**config.mk**
```make
export PLATFORM = sky130hd
export DESIGN_NAME = bus_fabric_n
export DESIGN_NICKNAME = d
export VERILOG_FILES = /design/src/rtl/bus_fabric_n.sv
export SDC_FILE = /design/constraint.sdc
export NUM_CORES = 1
export LEC_CHECK = 0
export CORE_MARGIN = 8
export CORE_UTILIZATION = 40
export CTS_BUF_LIST = sky130_fd_sc_hd__clkbuf_16
export DETAILED_ROUTE_END_ITERATION = 12
export PLACE_DENSITY = 0.75
export SYNTH_ARGS = -nofsm -noshare
export SYNTH_HDL_FRONTEND = slang
export SYNTH_SLANG_ARGS = --single-unit
```
**constraint.sdc**
```tcl
create_clock -name clk -period 7.3 [get_ports clk]
set_input_delay 0.73 -clock clk [delete_from_list [all_inputs] [get_ports clk]]
set_output_delay 0.73 -clock clk [all_outputs]
set_load 0.05 [all_outputs]
```
**src/rtl/bus_fabric_n.sv**
```systemverilog
// Single-master bus fabric: decodes CPU requests onto NUM_SLV slave channels,
// enforces per-channel X/R/W permissions and serves fixed-latency or handshake slaves.
module bus_fabric_n #(
  parameter int                         NUM_SLV  = 4,
  parameter int                         SEL_LSB  = 16,
  parameter int                         SEL_W    = 4,
  parameter logic [NUM_SLV*SEL_W-1:0]   SLV_SEL  = {4'h5, 4'h4, 4'h1, 4'h0},
  parameter logic [NUM_SLV*SEL_W-1:0]   SLV_MSK  = {4'hF, 4'hF, 4'hE, 4'hE},
  parameter logic [NUM_SLV*2-1:0]       SLV_LAT  = {2'd1, 2'd0, 2'd1, 2'd1},
  parameter logic [NUM_SLV*3-1:0]       SLV_PERM = {3'b011, 3'b011, 3'b100, 3'b100},
  parameter int                         TIMEOUT  = 255
) (
  input  logic                    clk,
  input  logic                    reset,
  input  logic                    mem_valid,
  input  logic                    mem_instr,
  input  logic [31:0]             mem_addr,
  input  logic [3:0]              mem_wstrb,
  input  logic [31:0]             mem_wdata,
  output logic                    mem_ready,
  output logic [31:0]             mem_rdata,
  output logic [NUM_SLV-1:0]      sl_valid,
  output logic [31:0]             sl_addr,
  output logic [3:0]              sl_wstrb,
  output logic [31:0]             sl_wdata,
  input  logic [NUM_SLV-1:0]      sl_ready,
  input  logic [32*NUM_SLV-1:0]   sl_rdata,
  output logic                    bus_err,
  output logic [1:0]              err_cause,
  output logic [31:0]             err_addr
);

  localparam int CH_W = (NUM_SLV > 1) ? $clog2(NUM_SLV) : 1;
  localparam logic [16:0] TIMEOUT_W = 17'(TIMEOUT);

  localparam logic [1:0] CAUSE_DECODE  = 2'd1;
  localparam logic [1:0] CAUSE_PERM    = 2'd2;
  localparam logic [1:0] CAUSE_TIMEOUT = 2'd3;

  typedef enum logic [2:0] {IDLE, ACCESS, CAPT, RESP, ERR} state_e;

  state_e            state_q, state_d;
  logic [CH_W-1:0]   ch_q, ch_d;
  logic              hs_q, hs_d;
  logic [15:0]       cnt_q, cnt_d;
  logic [31:0]       addr_q, addr_d;
  logic [3:0]        wstrb_q, wstrb_d;
  logic [31:0]       wdata_q, wdata_d;
  logic              mem_ready_q, mem_ready_d;
  logic              bus_err_q, bus_err_d;
  logic [31:0]       mem_rdata_q, mem_rdata_d;
  logic [1:0]        err_cause_q, err_cause_d;
  logic [31:0]       err_addr_q, err_addr_d;

  logic [SEL_W-1:0]  req_sel;
  logic              hit;
  logic [CH_W-1:0]   hit_idx;
  logic [2:0]        hit_perm;
  logic [1:0]        hit_lat;
  logic              allowed;
  logic [31:0]       ch_rdata;
  logic [16:0]       cnt_inc;

  assign req_sel = mem_addr[SEL_LSB +: SEL_W];

  // Scan from the top down so the lowest matching channel is the one left standing.
  // NOTE: every variable written here gets a default first, so no path leaves it
  // unassigned and no latch is inferred.
  always_comb begin
    hit      = 1'b0;
    hit_idx  = '0;
    hit_perm = 3'b000;
    hit_lat  = 2'd0;
    for (int i = NUM_SLV - 1; i >= 0; i--) begin
      if ((req_sel & SLV_MSK[SEL_W*i +: SEL_W]) ==
          (SLV_SEL[SEL_W*i +: SEL_W] & SLV_MSK[SEL_W*i +: SEL_W])) begin
        hit      = 1'b1;
        hit_idx  = CH_W'(i);
        hit_perm = SLV_PERM[3*i +: 3];
        hit_lat  = SLV_LAT[2*i +: 2];
      end
    end
  end

  // Permission bits are {X,R,W}: fetch beats write beats read.
  assign allowed  = mem_instr   ? hit_perm[2] :
                    (|mem_wstrb) ? hit_perm[0] : hit_perm[1];
  assign ch_rdata = sl_rdata[32*ch_q +: 32];
  assign cnt_inc  = 17'(cnt_q) + 17'd1;

  always_comb begin
    state_d     = state_q;
    ch_d        = ch_q;
    hs_d        = hs_q;
    cnt_d       = cnt_q;
    addr_d      = addr_q;
    wstrb_d     = wstrb_q;
    wdata_d     = wdata_q;
    mem_rdata_d = mem_rdata_q;
    err_cause_d = err_cause_q;
    err_addr_d  = err_addr_q;
    mem_ready_d = 1'b0;
    bus_err_d   = 1'b0;

    case (state_q)
      IDLE: begin
        if (mem_valid) begin
          if (!hit || !allowed) begin
            state_d     = ERR;
            err_cause_d = hit ? CAUSE_PERM : CAUSE_DECODE;
            err_addr_d  = mem_addr;
            mem_rdata_d = '0;
            mem_ready_d = 1'b1;
            bus_err_d   = 1'b1;
          end else begin
            state_d = ACCESS;
            ch_d    = hit_idx;
            hs_d    = (hit_lat == 2'd0);
            cnt_d   = 16'(hit_lat);
            addr_d  = mem_addr;
            wstrb_d = mem_wstrb;
            wdata_d = mem_wdata;
          end
        end
      end

      ACCESS: begin
        if (hs_q) begin
          // A ready arriving on the final allowed cycle still completes normally.
          if (sl_ready[ch_q]) begin
            state_d     = RESP;
            mem_rdata_d = ch_rdata;
            mem_ready_d = 1'b1;
            cnt_d       = '0;
          end else if (cnt_inc == TIMEOUT_W) begin
            state_d     = ERR;
            err_cause_d = CAUSE_TIMEOUT;
            err_addr_d  = addr_q;
            mem_rdata_d = '0;
            mem_ready_d = 1'b1;
            bus_err_d   = 1'b1;
            cnt_d       = '0;
          end else begin
            cnt_d = cnt_inc[15:0];
          end
        end else if (cnt_q == 16'd1) begin
          state_d = CAPT;
          cnt_d   = '0;
        end else begin
          cnt_d = cnt_q - 16'd1;
        end
      end

      CAPT: begin
        state_d     = RESP;
        mem_rdata_d = ch_rdata;
        mem_ready_d = 1'b1;
      end

      RESP, ERR: state_d = IDLE;

      default: state_d = IDLE;
    endcase
  end

  // NOTE: sequential state uses non-blocking assignments so every flop samples
  // the pre-edge values, independent of statement order.
  always_ff @(posedge clk or negedge reset) begin
    if (!reset) begin
      state_q     <= IDLE;
      ch_q        <= '0;
      hs_q        <= 1'b0;
      cnt_q       <= '0;
      addr_q      <= '0;
      wstrb_q     <= '0;
      wdata_q     <= '0;
      mem_ready_q <= 1'b0;
      bus_err_q   <= 1'b0;
      mem_rdata_q <= '0;
      err_cause_q <= '0;
      err_addr_q  <= '0;
    end else begin
      state_q     <= state_d;
      ch_q        <= ch_d;
      hs_q        <= hs_d;
      cnt_q       <= cnt_d;
      addr_q      <= addr_d;
      wstrb_q     <= wstrb_d;
      wdata_q     <= wdata_d;
      mem_ready_q <= mem_ready_d;
      bus_err_q   <= bus_err_d;
      mem_rdata_q <= mem_rdata_d;
      err_cause_q <= err_cause_d;
      err_addr_q  <= err_addr_d;
    end
  end

  // Slave-side strobes are qualified by ACCESS so an idle bus never shows a write.
  always_comb begin
    sl_valid = '0;
    if (state_q == ACCESS) sl_valid[ch_q] = 1'b1;
  end

  assign sl_addr   = addr_q;
  assign sl_wdata  = wdata_q;
  assign sl_wstrb  = (state_q == ACCESS) ? wstrb_q : 4'b0000;

  assign mem_ready = mem_ready_q;
  assign mem_rdata = mem_rdata_q;
  assign bus_err   = bus_err_q;
  assign err_cause = err_cause_q;
  assign err_addr  = err_addr_q;

endmodule

```
==> report_table.html, run 1 <==
<table>
<tr><th>Metric</th><th>Value</th></tr>
<tr><th colspan="2">Final layout</th></tr>
<tr><td>P&amp;R area growth vs syn</td><td>48.7%</td></tr>
<tr><td>Nets@finish</td><td>1227</td></tr>
<tr><td>Ant diodes</td><td>0</td></tr>
<tr><td>Share of cells above drive strength 1</td><td>0.176</td></tr>
<tr><td>Area of all placed cells without fillers</td><td>12600 sq um</td></tr>
<tr><th colspan="2">Floorplan</th></tr>
<tr><td>Starting density of the core</td><td>0.406</td></tr>
<tr><td>Die ar.</td><td>26100 sq um</td></tr>
<tr><td>Height of the die</td><td>162 um</td></tr>
<tr><td>Num rows</td><td>53</td></tr>
<tr><td>Number of placed I/O pins</td><td>344</td></tr>
<tr><td>Floorplan core area</td><td>20900 sq um</td></tr>
<tr><td>Width of the chip</td><td>162 um</td></tr>
<tr><th colspan="2">Timing</th></tr>
<tr><td>Number of hold violations in the final report</td><td>0</td></tr>
<tr><td>Min Clock Period, post-route</td><td>4.16 ns</td></tr>
<tr><td>Number of max-slew violations in the final report</td><td>0</td></tr>
<tr><td>Final count of negative-setup-slack endpoints</td><td>0</td></tr>
<tr><td>Clock tree skew after final layout</td><td>0.0245 ns</td></tr>
<tr><td>Setup TNS Final</td><td>0 ns</td></tr>
<tr><td>Worst-Margin Slew</td><td>1.18 ns</td></tr>
<tr><td>Highest clock frequency the design can meet</td><td>240 MHz</td></tr>
<tr><td>Worst setup slack after layout</td><td>3.14 ns</td></tr>
<tr><td>Post-route fraction of the period consumed by the critical path</td><td>0.570</td></tr>
<tr><td>Headroom to the max-slew limit</td><td>0.212</td></tr>
<tr><td>Setup repair after global routing missed its margin</td><td>no</td></tr>
<tr><th colspan="2">Setup path</th></tr>
<tr><td>Worst reg-to-reg setup slack</td><td>3.73 ns</td></tr>
<tr><td>Worst reg2reg path endpoint</td><td>mem_rdata[2]</td></tr>
<tr><td>Worst Setup SP</td><td>state_q[2]</td></tr>
<tr><td>Cell count of the worst reg-to-reg path</td><td>5</td></tr>
<tr><td>Reg2reg start</td><td>state_q[2]</td></tr>
<tr><td>Crit path required time</td><td>6.57 ns</td></tr>
<tr><td>Critical path depth in cells</td><td>6</td></tr>
<tr><td>Peak per-stage delay on the critical path</td><td>0.81 ns</td></tr>
<tr><td>Cell family contributing the most delay on the critical path</td><td>buffers and inverters</td></tr>
<tr><td>Worst EP arrival</td><td>3.43 ns</td></tr>
<tr><td>Termination of the worst setup path</td><td>sl_valid[1]</td></tr>
<tr><td>Sum of buffers and inverters on the critical path</td><td>2</td></tr>
<tr><td>Category of the most critical setup path</td><td>flip-flop to output port</td></tr>
<tr><td>Critical-path maximum fanout</td><td>30</td></tr>
<tr><td>Cell repeated most along the worst path</td><td>sky130_fd_sc_hd__nor2_1</td></tr>
<tr><td>Type of element launching the critical path</td><td>flip-flop</td></tr>
<tr><td>Capturing element type of the critical path</td><td>output port</td></tr>
<tr><td>Slowest cell on crit path</td><td>sky130_fd_sc_hd__clkdlybuf4s50_1</td></tr>
<tr><td>Critical path cell sequence</td><td>nor2_1 -&gt; and2_2 -&gt; buf_4 -&gt; nand2_1 -&gt; nor2_1 -&gt; clkdlybuf4s50_1</td></tr>
<tr><th colspan="2">GRT</th></tr>
<tr><td>Number of global-route vias before repair</td><td>7300</td></tr>
<tr><td>Global-route usage over all layers</td><td>0.221</td></tr>
<tr><td>Largest net degree at the start of global routing</td><td>85</td></tr>
<tr><td>Initial antenna violation count</td><td>1</td></tr>
<tr><td>First-pass GRT wire length</td><td>44.6 mm</td></tr>
<tr><td>Global-route congestion overflow total</td><td>0</td></tr>
<tr><th colspan="2">Yosys</th></tr>
<tr><td>Top_reg_cell synth</td><td>sky130_fd_sc_hd__dfrtp_1</td></tr>
<tr><td>Warnings, synthesis</td><td>0</td></tr>
<tr><td>Proportion of register bits with asynchronous set or reset after synthesis</td><td>1.00</td></tr>
<tr><td>Leading cell types by total area after synthesis</td><td>sky130_fd_sc_hd__dfrtp_1 47%, sky130_fd_sc_hd__mux2_2 9.0%, sky130_fd_sc_hd__mux4_2 8.8%</td></tr>
<tr><td>Top-area cell type share of the netlist area</td><td>0.466</td></tr>
<tr><td>Register bit total from synthesis</td><td>158</td></tr>
<tr><td>Yosys cell types</td><td>63</td></tr>
<tr><td>Sequential cell area fraction in the yosys report</td><td>0.466</td></tr>
<tr><td>Area leader, netlist</td><td>sky130_fd_sc_hd__dfrtp_1</td></tr>
<tr><td>Post-synth EDFFs</td><td>0</td></tr>
<tr><td>Cell count after synthesis</td><td>708</td></tr>
<tr><td>Post-Syn Area per Cell</td><td>12.0 sq um</td></tr>
<tr><td>Synth Cell Area</td><td>8480 sq um</td></tr>
<tr><td>Synthesized Nets</td><td>916</td></tr>
<tr><th colspan="2">Clock network</th></tr>
<tr><td>Root buffer selected by CTS</td><td>sky130_fd_sc_hd__clkbuf_16</td></tr>
<tr><td>TritonCTS clock tree</td><td>done</td></tr>
<tr><td>Worst-skew pair later-pin latency</td><td>0.44 ns</td></tr>
<tr><td>Setup Buffers After CTS</td><td>0</td></tr>
<tr><td># clock sinks</td><td>158</td></tr>
<tr><td>Inserted Clock Buffers</td><td>17</td></tr>
<tr><td>CTS resizes</td><td>0</td></tr>
<tr><td>H-tree Lvls</td><td>4</td></tr>
<tr><td>Clock transition at the register clock pins on the worst setup and hold paths after CTS</td><td>0.08 ns</td></tr>
<tr><td>Hold_buf cts</td><td>0</td></tr>
<tr><td>Clock tree buffer depth</td><td>2</td></tr>
<tr><th colspan="2">Route</th></tr>
<tr><td>Via/cell ratio</td><td>5.43</td></tr>
<tr><td>Antenna Nets Post-Route</td><td>0</td></tr>
<tr><td>Total length of routed wires</td><td>29.6 mm</td></tr>
<tr><td>Length of the first detailed-routing pass in iterations</td><td>5</td></tr>
<tr><td>First DRT Iteration DRCs</td><td>636</td></tr>
<tr><td>Routed wirelength normalized by instance count</td><td>22.6 um</td></tr>
<tr><td>Vias after detailed routing</td><td>7094</td></tr>
<tr><td>Post-route DRC violation count</td><td>0</td></tr>
<tr><th colspan="2">Run status</th></tr>
<tr><td>Result of the run</td><td>finished, final reports clean</td></tr>
<tr><th colspan="2">Placed design</th></tr>
<tr><td>Total of buffers placed on input and output ports</td><td>343</td></tr>
<tr><td>Weighted congestion at the end of routability-driven global placement</td><td>0.895</td></tr>
<tr><td>Placed Instance Area</td><td>12000 sq um</td></tr>
<tr><td>Post-DP HPWL</td><td>22.1 mm</td></tr>
<tr><td>Setup WS pre-CTS</td><td>3.61 ns</td></tr>
<tr><th colspan="2">Pwr</th></tr>
<tr><td>Register share of total power</td><td>0.268</td></tr>
<tr><td>Leakage power summed over all cells</td><td>5.07 nW</td></tr>
<tr><td>Net Sw Frac</td><td>0.486</td></tr>
<tr><td>IR Drop Worst-Case VDD</td><td>0.298 mV</td></tr>
<tr><td>Pwr per Cell Area</td><td>464 nW/um^2</td></tr>
<tr><td>Combinational Power Share</td><td>0.584</td></tr>
<tr><td>Part of the total power dissipated in the clock network</td><td>0.148</td></tr>
<tr><td>Pint</td><td>3.01 mW</td></tr>
<tr><td>Overall power of the completed layout</td><td>5.85 mW</td></tr>
<tr><td>Switching component of the power</td><td>2.84 mW</td></tr>
<tr><th colspan="2">Job</th></tr>
<tr><td>Max_cap viols</td><td>0</td></tr>
<tr><th colspan="2">Hold path</th></tr>
<tr><td>Class of the most critical hold timing path</td><td>primary input to asynchronous set/reset pin</td></tr>
</table>
## synthesized netlist by cell type, types with 3 or more instances
cell	instances
sky130_fd_sc_hd__a211oi_1	3
sky130_fd_sc_hd__a21oi_1	17
sky130_fd_sc_hd__a22oi_1	35
sky130_fd_sc_hd__a31oi_1	4
sky130_fd_sc_hd__and2_1	7
sky130_fd_sc_hd__and3_1	14
sky130_fd_sc_hd__buf_1	5
sky130_fd_sc_hd__buf_2	12
sky130_fd_sc_hd__buf_4	7
sky130_fd_sc_hd__buf_6	4
sky130_fd_sc_hd__clkbuf_1	32
sky130_fd_sc_hd__dfrtp_1	158
sky130_fd_sc_hd__ha_1	4
sky130_fd_sc_hd__inv_1	7
sky130_fd_sc_hd__mux2_2	68
sky130_fd_sc_hd__mux2_4	29
sky130_fd_sc_hd__mux2i_1	32
sky130_fd_sc_hd__mux4_2	33
sky130_fd_sc_hd__nand2_1	30
sky130_fd_sc_hd__nand2b_1	4
sky130_fd_sc_hd__nand3_1	12
sky130_fd_sc_hd__nand4_1	7
sky130_fd_sc_hd__nor2_1	49
sky130_fd_sc_hd__nor2b_1	34
sky130_fd_sc_hd__nor3_1	13
sky130_fd_sc_hd__nor3b_1	3
sky130_fd_sc_hd__nor4_1	6
sky130_fd_sc_hd__o21ai_0	22
sky130_fd_sc_hd__o221ai_1	3
sky130_fd_sc_hd__o22ai_1	4
sky130_fd_sc_hd__or3_1	4
sky130_fd_sc_hd__xnor2_1	7
## layout make-up
type                            instances  area, sq um
Fill cell                            1729         8280
Multi-Input combinational cell        483         4210
Inverter                                7         26.3
Sequential cell                       158         3960
Clock buffer                           17          425
Timing Repair Buffer                  352         3500
Tap cell                              275          344
Clock inverter                         15          146
## cells in the final DEF (no fill, tap or decap), types with 6 or more instances in the layout
| master | n |
|---|---|
| sky130_fd_sc_hd__a21oi_1 | 17 |
| sky130_fd_sc_hd__a22oi_1 | 35 |
| sky130_fd_sc_hd__and2_1 | 6 |
| sky130_fd_sc_hd__and3_1 | 14 |
| sky130_fd_sc_hd__buf_4 | 9 |
| sky130_fd_sc_hd__clkbuf_16 | 17 |
| sky130_fd_sc_hd__clkdlybuf4s50_1 | 342 |
| sky130_fd_sc_hd__dfrtp_1 | 157 |
| sky130_fd_sc_hd__inv_1 | 8 |
| sky130_fd_sc_hd__mux2_2 | 68 |
| sky130_fd_sc_hd__mux2_4 | 29 |
| sky130_fd_sc_hd__mux2i_1 | 32 |
| sky130_fd_sc_hd__mux4_2 | 33 |
| sky130_fd_sc_hd__nand2_1 | 30 |
| sky130_fd_sc_hd__nand3_1 | 12 |
| sky130_fd_sc_hd__nand4_1 | 7 |
| sky130_fd_sc_hd__nor2_1 | 48 |
| sky130_fd_sc_hd__nor2b_1 | 34 |
| sky130_fd_sc_hd__nor3_1 | 13 |
| sky130_fd_sc_hd__nor4_1 | 6 |
| sky130_fd_sc_hd__o21ai_0 | 22 |
| sky130_fd_sc_hd__xnor2_1 | 7 |
## metal layers
metal / global-route usage / vias to the layer above / share of wire
met1: 0.275 / 3514 / 0.40
met2: 0.361 / 303 / 0.49
met5: 0 / - / 0.00044
met3: 0.0786 / 30 / 0.094
li1: - / 3245 / -
met4: 0.0535 / 2 / 0.014
## power groups by stage
stage	clock [mW]	sequential, mW	combinational (mW)
2_1_floorplan	0	2.68	1.15
3_3_place_gp	0	1.56	3.40
3_5_place_dp	0	1.57	3.42
4_1_cts	0.883	1.57	3.44
5_1_grt	0.919	1.63	3.58
6_report	0.865	1.57	3.42
## flip-flops by register name, indices dropped and copies added, names as in the netlist
name and flops:
ch_q 2, sl_addr 32, err_addr 32, mem_rdata 32, mem_ready 1, bus_err 1
err_cause 2, cnt_q 16, state_q 3, wstrb_q 4, sl_wdata 32, hs_q 1
## per-stage QoR
stage	cells	hold WS (ns)	utilization
2_1_floorplan	708	0.434	-
3_3_place_gp	1275	0.485	0.576
3_5_place_dp	1275	0.489	0.576
4_1_cts	1307	0.368	0.604
5_1_grt	1307	0.397	0.604
6_report	1307	0.303	0.604
## cells by family (layout without fill, tap and decap cells)
kind of cell,count (synthesis),count (layout),synth area share
AOI/OAI and AO/OA,114,114,0.0919
xor gates and xnor gates,9,9,0.00930
buffers and inverters,67,391,0.0381
adders and majority gates,4,4,0.00590
and+or+nand+nor,194,194,0.121
muxes,162,162,0.267
DFF,158,158,0.466
## worst min-delay path by stage
stage               start      endpoint  slack (ns)  cells past startpoint
2_1_floorplan       reset       bus_err        0.43                      0
3_3_place_gp   wstrb_q[2]    wstrb_q[2]        0.48                      1
3_5_place_dp   wstrb_q[3]    wstrb_q[3]        0.49                      1
4_1_cts             reset  sl_wdata[28]        0.37                      1
5_1_grt             reset  sl_wdata[14]        0.40                      1
6_report            reset  sl_wdata[14]        0.30                      1
(Power assumes the default switching activity.)
==> run 2: changes to the inputs <==
--- a/config.mk
+++ b/config.mk
@@ -9,7 +9,7 @@
 export CORE_UTILIZATION = 40
 export CTS_BUF_LIST = sky130_fd_sc_hd__clkbuf_16
 export DETAILED_ROUTE_END_ITERATION = 12
-export PLACE_DENSITY = 0.75
+export PLACE_DENSITY = 0.78
 export SYNTH_ARGS = -nofsm -noshare
 export SYNTH_HDL_FRONTEND = slang
 export SYNTH_SLANG_ARGS = --single-unit
==> constraint.sdc (replaced) <==
create_clock -name clk -period 3.59 [get_ports clk]
set_input_delay 0.359 -clock clk [delete_from_list [all_inputs] [get_ports clk]]
set_output_delay 0.359 -clock clk [all_outputs]
set_load 0.05 [all_outputs]
==> run 2 against run 1 <==
Final cell count is 0.92% higher. Flip-flop and latch count stayed put. Critical endpoint is now sl_valid[2]. Largest cell class unchanged. Register-to-register slack worse by 3.3 ns. Via count is 1.3% higher. Worst hold slack better by 0.19 ns. Largest power group unchanged.
==> report_table.html, run 2 (synthesis gave the netlist of run 1 again) <==
<table>
<tr><th>Metric</th><th>Value</th></tr>
<tr><th colspan="2">Clock network</th></tr>
<tr><td>TritonCTS clock tree</td><td>done</td></tr>
<tr><td>Clock tree buffer depth</td><td>2 (unchanged)</td></tr>
<tr><td># clock sinks</td><td>158 (unchanged)</td></tr>
<tr><td>Clock transition at the register clock pins on the worst setup and hold paths after CTS</td><td>0.06 ns (-0.02 ns)</td></tr>
<tr><td>Root buffer selected by CTS</td><td>sky130_fd_sc_hd__clkbuf_16</td></tr>
<tr><td>Worst-skew pair later-pin latency</td><td>0.44 ns (about the same)</td></tr>
<tr><td>Inserted Clock Buffers</td><td>17 (unchanged)</td></tr>
<tr><td>H-tree Lvls</td><td>4 (unchanged)</td></tr>
<tr><td>CTS resizes</td><td>0 (unchanged)</td></tr>
<tr><th colspan="2">Route</th></tr>
<tr><td>Via/cell ratio</td><td>5.45 (+0.42%)</td></tr>
<tr><td>First DRT Iteration DRCs</td><td>709 (+11%)</td></tr>
<tr><td>Total length of routed wires</td><td>29.8 mm (+0.87%)</td></tr>
<tr><td>Routed wirelength normalized by instance count</td><td>22.6 um (about the same)</td></tr>
<tr><td>Vias after detailed routing</td><td>7189 (+1.3%)</td></tr>
<tr><td>Antenna Nets Post-Route</td><td>0 (unchanged)</td></tr>
<tr><td>Length of the first detailed-routing pass in iterations</td><td>5 (unchanged)</td></tr>
<tr><td>Post-route DRC violation count</td><td>0 (unchanged)</td></tr>
<tr><th colspan="2">Final layout</th></tr>
<tr><td>Post-Route Utilization</td><td>0.610 (+0.00671)</td></tr>
<tr><td>Nets@finish</td><td>1237 (+0.81%)</td></tr>
<tr><td>Commonest non-fill, non-tap cell in the layout</td><td>sky130_fd_sc_hd__clkdlybuf4s50_1</td></tr>
<tr><td>Share of cells above drive strength 1</td><td>0.184 (+0.00790)</td></tr>
<tr><td>Most frequent cells in the layout</td><td>342 x sky130_fd_sc_hd__clkdlybuf4s50_1, 157 x sky130_fd_sc_hd__dfrtp_1, 68 x sky130_fd_sc_hd__mux2_2, 48 x sky130_fd_sc_hd__nor2_1, 35 x sky130_fd_sc_hd__a22oi_1</td></tr>
<tr><td>P&amp;R area growth vs syn</td><td>50.3%</td></tr>
<tr><th colspan="2">GRT</th></tr>
<tr><td>Largest net degree at the start of global routing</td><td>77 (-9.4%)</td></tr>
<tr><td>Global-route congestion overflow total</td><td>0 (unchanged)</td></tr>
<tr><td>Global-route usage over all layers</td><td>0.225 (+0.00423)</td></tr>
<tr><td>First-pass GRT wire length</td><td>45.8 mm (+2.6%)</td></tr>
<tr><td>Number of global-route vias before repair</td><td>7647 (+4.8%)</td></tr>
<tr><td>Initial antenna violation count</td><td>4 (+3)</td></tr>
<tr><th colspan="2">Pwr</th></tr>
<tr><td>Overall power of the completed layout</td><td>12.0 mW (+110%)</td></tr>
<tr><td>Leakage power summed over all cells</td><td>5.15 nW (+1.6%)</td></tr>
<tr><td>IR Drop Worst-Case VDD</td><td>0.656 mV (+120%)</td></tr>
<tr><td>Pwr per Cell Area</td><td>942 nW/um^2 (+100%)</td></tr>
<tr><th colspan="2">Job</th></tr>
<tr><td>Max_cap viols</td><td>0 (unchanged)</td></tr>
<tr><th colspan="2">Timing</th></tr>
<tr><td>Setup TNS Final</td><td>0 ns (unchanged)</td></tr>
<tr><td>Post-route fraction of the period consumed by the critical path</td><td>0.888</td></tr>
<tr><td>Clock tree skew after final layout</td><td>0.0148 ns (-0.00978 ns)</td></tr>
<tr><td>Headroom to the max-slew limit</td><td>0.514 (+0.302)</td></tr>
<tr><td>Min Clock Period, post-route</td><td>3.19 ns</td></tr>
<tr><td>Setup repair after global routing missed its margin</td><td>no</td></tr>
<tr><td>Highest clock frequency the design can meet</td><td>314 MHz</td></tr>
<tr><td>Number of max-slew violations in the final report</td><td>0 (unchanged)</td></tr>
<tr><td>Number of hold violations in the final report</td><td>0 (unchanged)</td></tr>
<tr><td>Worst-Margin Slew</td><td>0.711 ns (-0.471 ns)</td></tr>
<tr><td>Final count of negative-setup-slack endpoints</td><td>0 (unchanged)</td></tr>
<tr><th colspan="2">Floorplan</th></tr>
<tr><td>Width of the chip</td><td>162 um (unchanged)</td></tr>
<tr><td>Number of placed I/O pins</td><td>344 (unchanged)</td></tr>
<tr><td>Num rows</td><td>53 (unchanged)</td></tr>
<tr><td>Die ar.</td><td>26100 sq um (unchanged)</td></tr>
<tr><td>Floorplan core area</td><td>20900 sq um (unchanged)</td></tr>
<tr><td>Starting density of the core</td><td>0.406 (unchanged)</td></tr>
<tr><td>Height of the die</td><td>162 um (unchanged)</td></tr>
<tr><th colspan="2">Setup path</th></tr>
<tr><td>Worst Setup SP</td><td>state_q[2]</td></tr>
<tr><td>Worst EP arrival</td><td>2.83 ns (-0.60 ns)</td></tr>
<tr><td>Capturing element type of the critical path</td><td>output port</td></tr>
<tr><td>Category of the most critical setup path</td><td>flip-flop to output port</td></tr>
<tr><td>Type of element launching the critical path</td><td>flip-flop</td></tr>
<tr><td>Crit path required time</td><td>3.23 ns (-3.34 ns)</td></tr>
<tr><td>Reg2reg start</td><td>cnt_q[0]</td></tr>
<tr><td>Critical-path maximum fanout</td><td>9 (-70%)</td></tr>
<tr><th colspan="2">Placed design</th></tr>
<tr><td>Post-DP HPWL</td><td>22.6 mm (+2.1%)</td></tr>
<tr><td>Weighted congestion at the end of routability-driven global placement</td><td>0.961 (+7.4%)</td></tr>
<tr><td>Total of buffers placed on input and output ports</td><td>343 (unchanged)</td></tr>
<tr><th colspan="2">Hold path</th></tr>
<tr><td>Hold wc startpoint</td><td>err_cause[1]</td></tr>
<tr><td>Class of the most critical hold timing path</td><td>flip-flop to flip-flop</td></tr>
<tr><th colspan="2">Run status</th></tr>
<tr><td>Result of the run</td><td>finished, final reports clean</td></tr>
</table>
-- run 2: changes by cell type in the layout (fill, tap and decap cells not counted), sizes merged --
cell / change
buf: +9
clkinv: +5
clkinvlp: -4
diode: +2
dlygate4sd3: +1
inv: -1
-- run 2: path summary, 6_finish.rpt --
check	endpoint	slack, ns	cells past startpoint
min in group asynchronous	cnt_q[8]	0.54	2
max in group asynchronous	sl_wdata[5]	2.23	3
worst max-delay path	sl_valid[2]	0.40	4
worst max register to register	mem_rdata[1]	0.44	9
worst min-delay path	err_cause[1]	0.50	1
worst min register to register	err_cause[1]	0.50	1
-- run 2: repair_timing --
| action | 4_1_cts | 5_1_grt |
|---|---|---|
| endpoints found under the setup margin | 0 | 0 |
| hold buffers | 1 | 0 |
| hold endpoints to repair | 69 | 0 |
| buffers inserted | 0 | 0 |
-- run 2: power breakdown --
group          switching, mW  total (mW)  internal, mW
sequential             0.641        3.21          2.57
combinational           4.33        7.01          2.68
clock                  0.846        1.78         0.936
total                   5.82        12.0          6.19
-- run 2: final cells by class --
| class | count | area, sq um |
|---|---|---|
| tap | 275 | 344 |
| inverter | 7 | 26.3 |
| clock buffer | 17 | 425 |
| antenna | 2 | 5.00 |
| multi-input combinational | 483 | 4210 |
| sequential | 158 | 3960 |
| timing repair buffer | 362 | 3620 |
| fill | 1697 | 8140 |
| clock inverter | 15 | 166 |
-- run 2: critical path: stages, from the launching register on --
cell	delay [ns]
sky130_fd_sc_hd__dfrtp_1	0.43
sky130_fd_sc_hd__nor2_1	0.48
sky130_fd_sc_hd__nand2_1	0.37
sky130_fd_sc_hd__nor3b_1	0.27
sky130_fd_sc_hd__clkdlybuf4s50_1	0.85
-- run 2: metal layers --
layer	vias to the layer above	global-route usage	part of all wire
met5	-	0	0.00077
met4	4	0.0682	0.025
met3	52	0.0853	0.091
met2	299	0.359	0.48
met1	3568	0.279	0.40
li1	3266	-	-
-- run 2: through the flow --
step	std cells	hold WS (ns)	setup slack [ns]	cell area, sq um
after floorplan	708	0.0634	1.04	8480
final	1319	0.495	0.403	12700
after global routing	1317	0.516	0.225	12700
after CTS	1317	0.495	0.408	12700
after global placement	1284	0.428	0.583	12100
after detailed placement	1284	0.432	0.495	12100
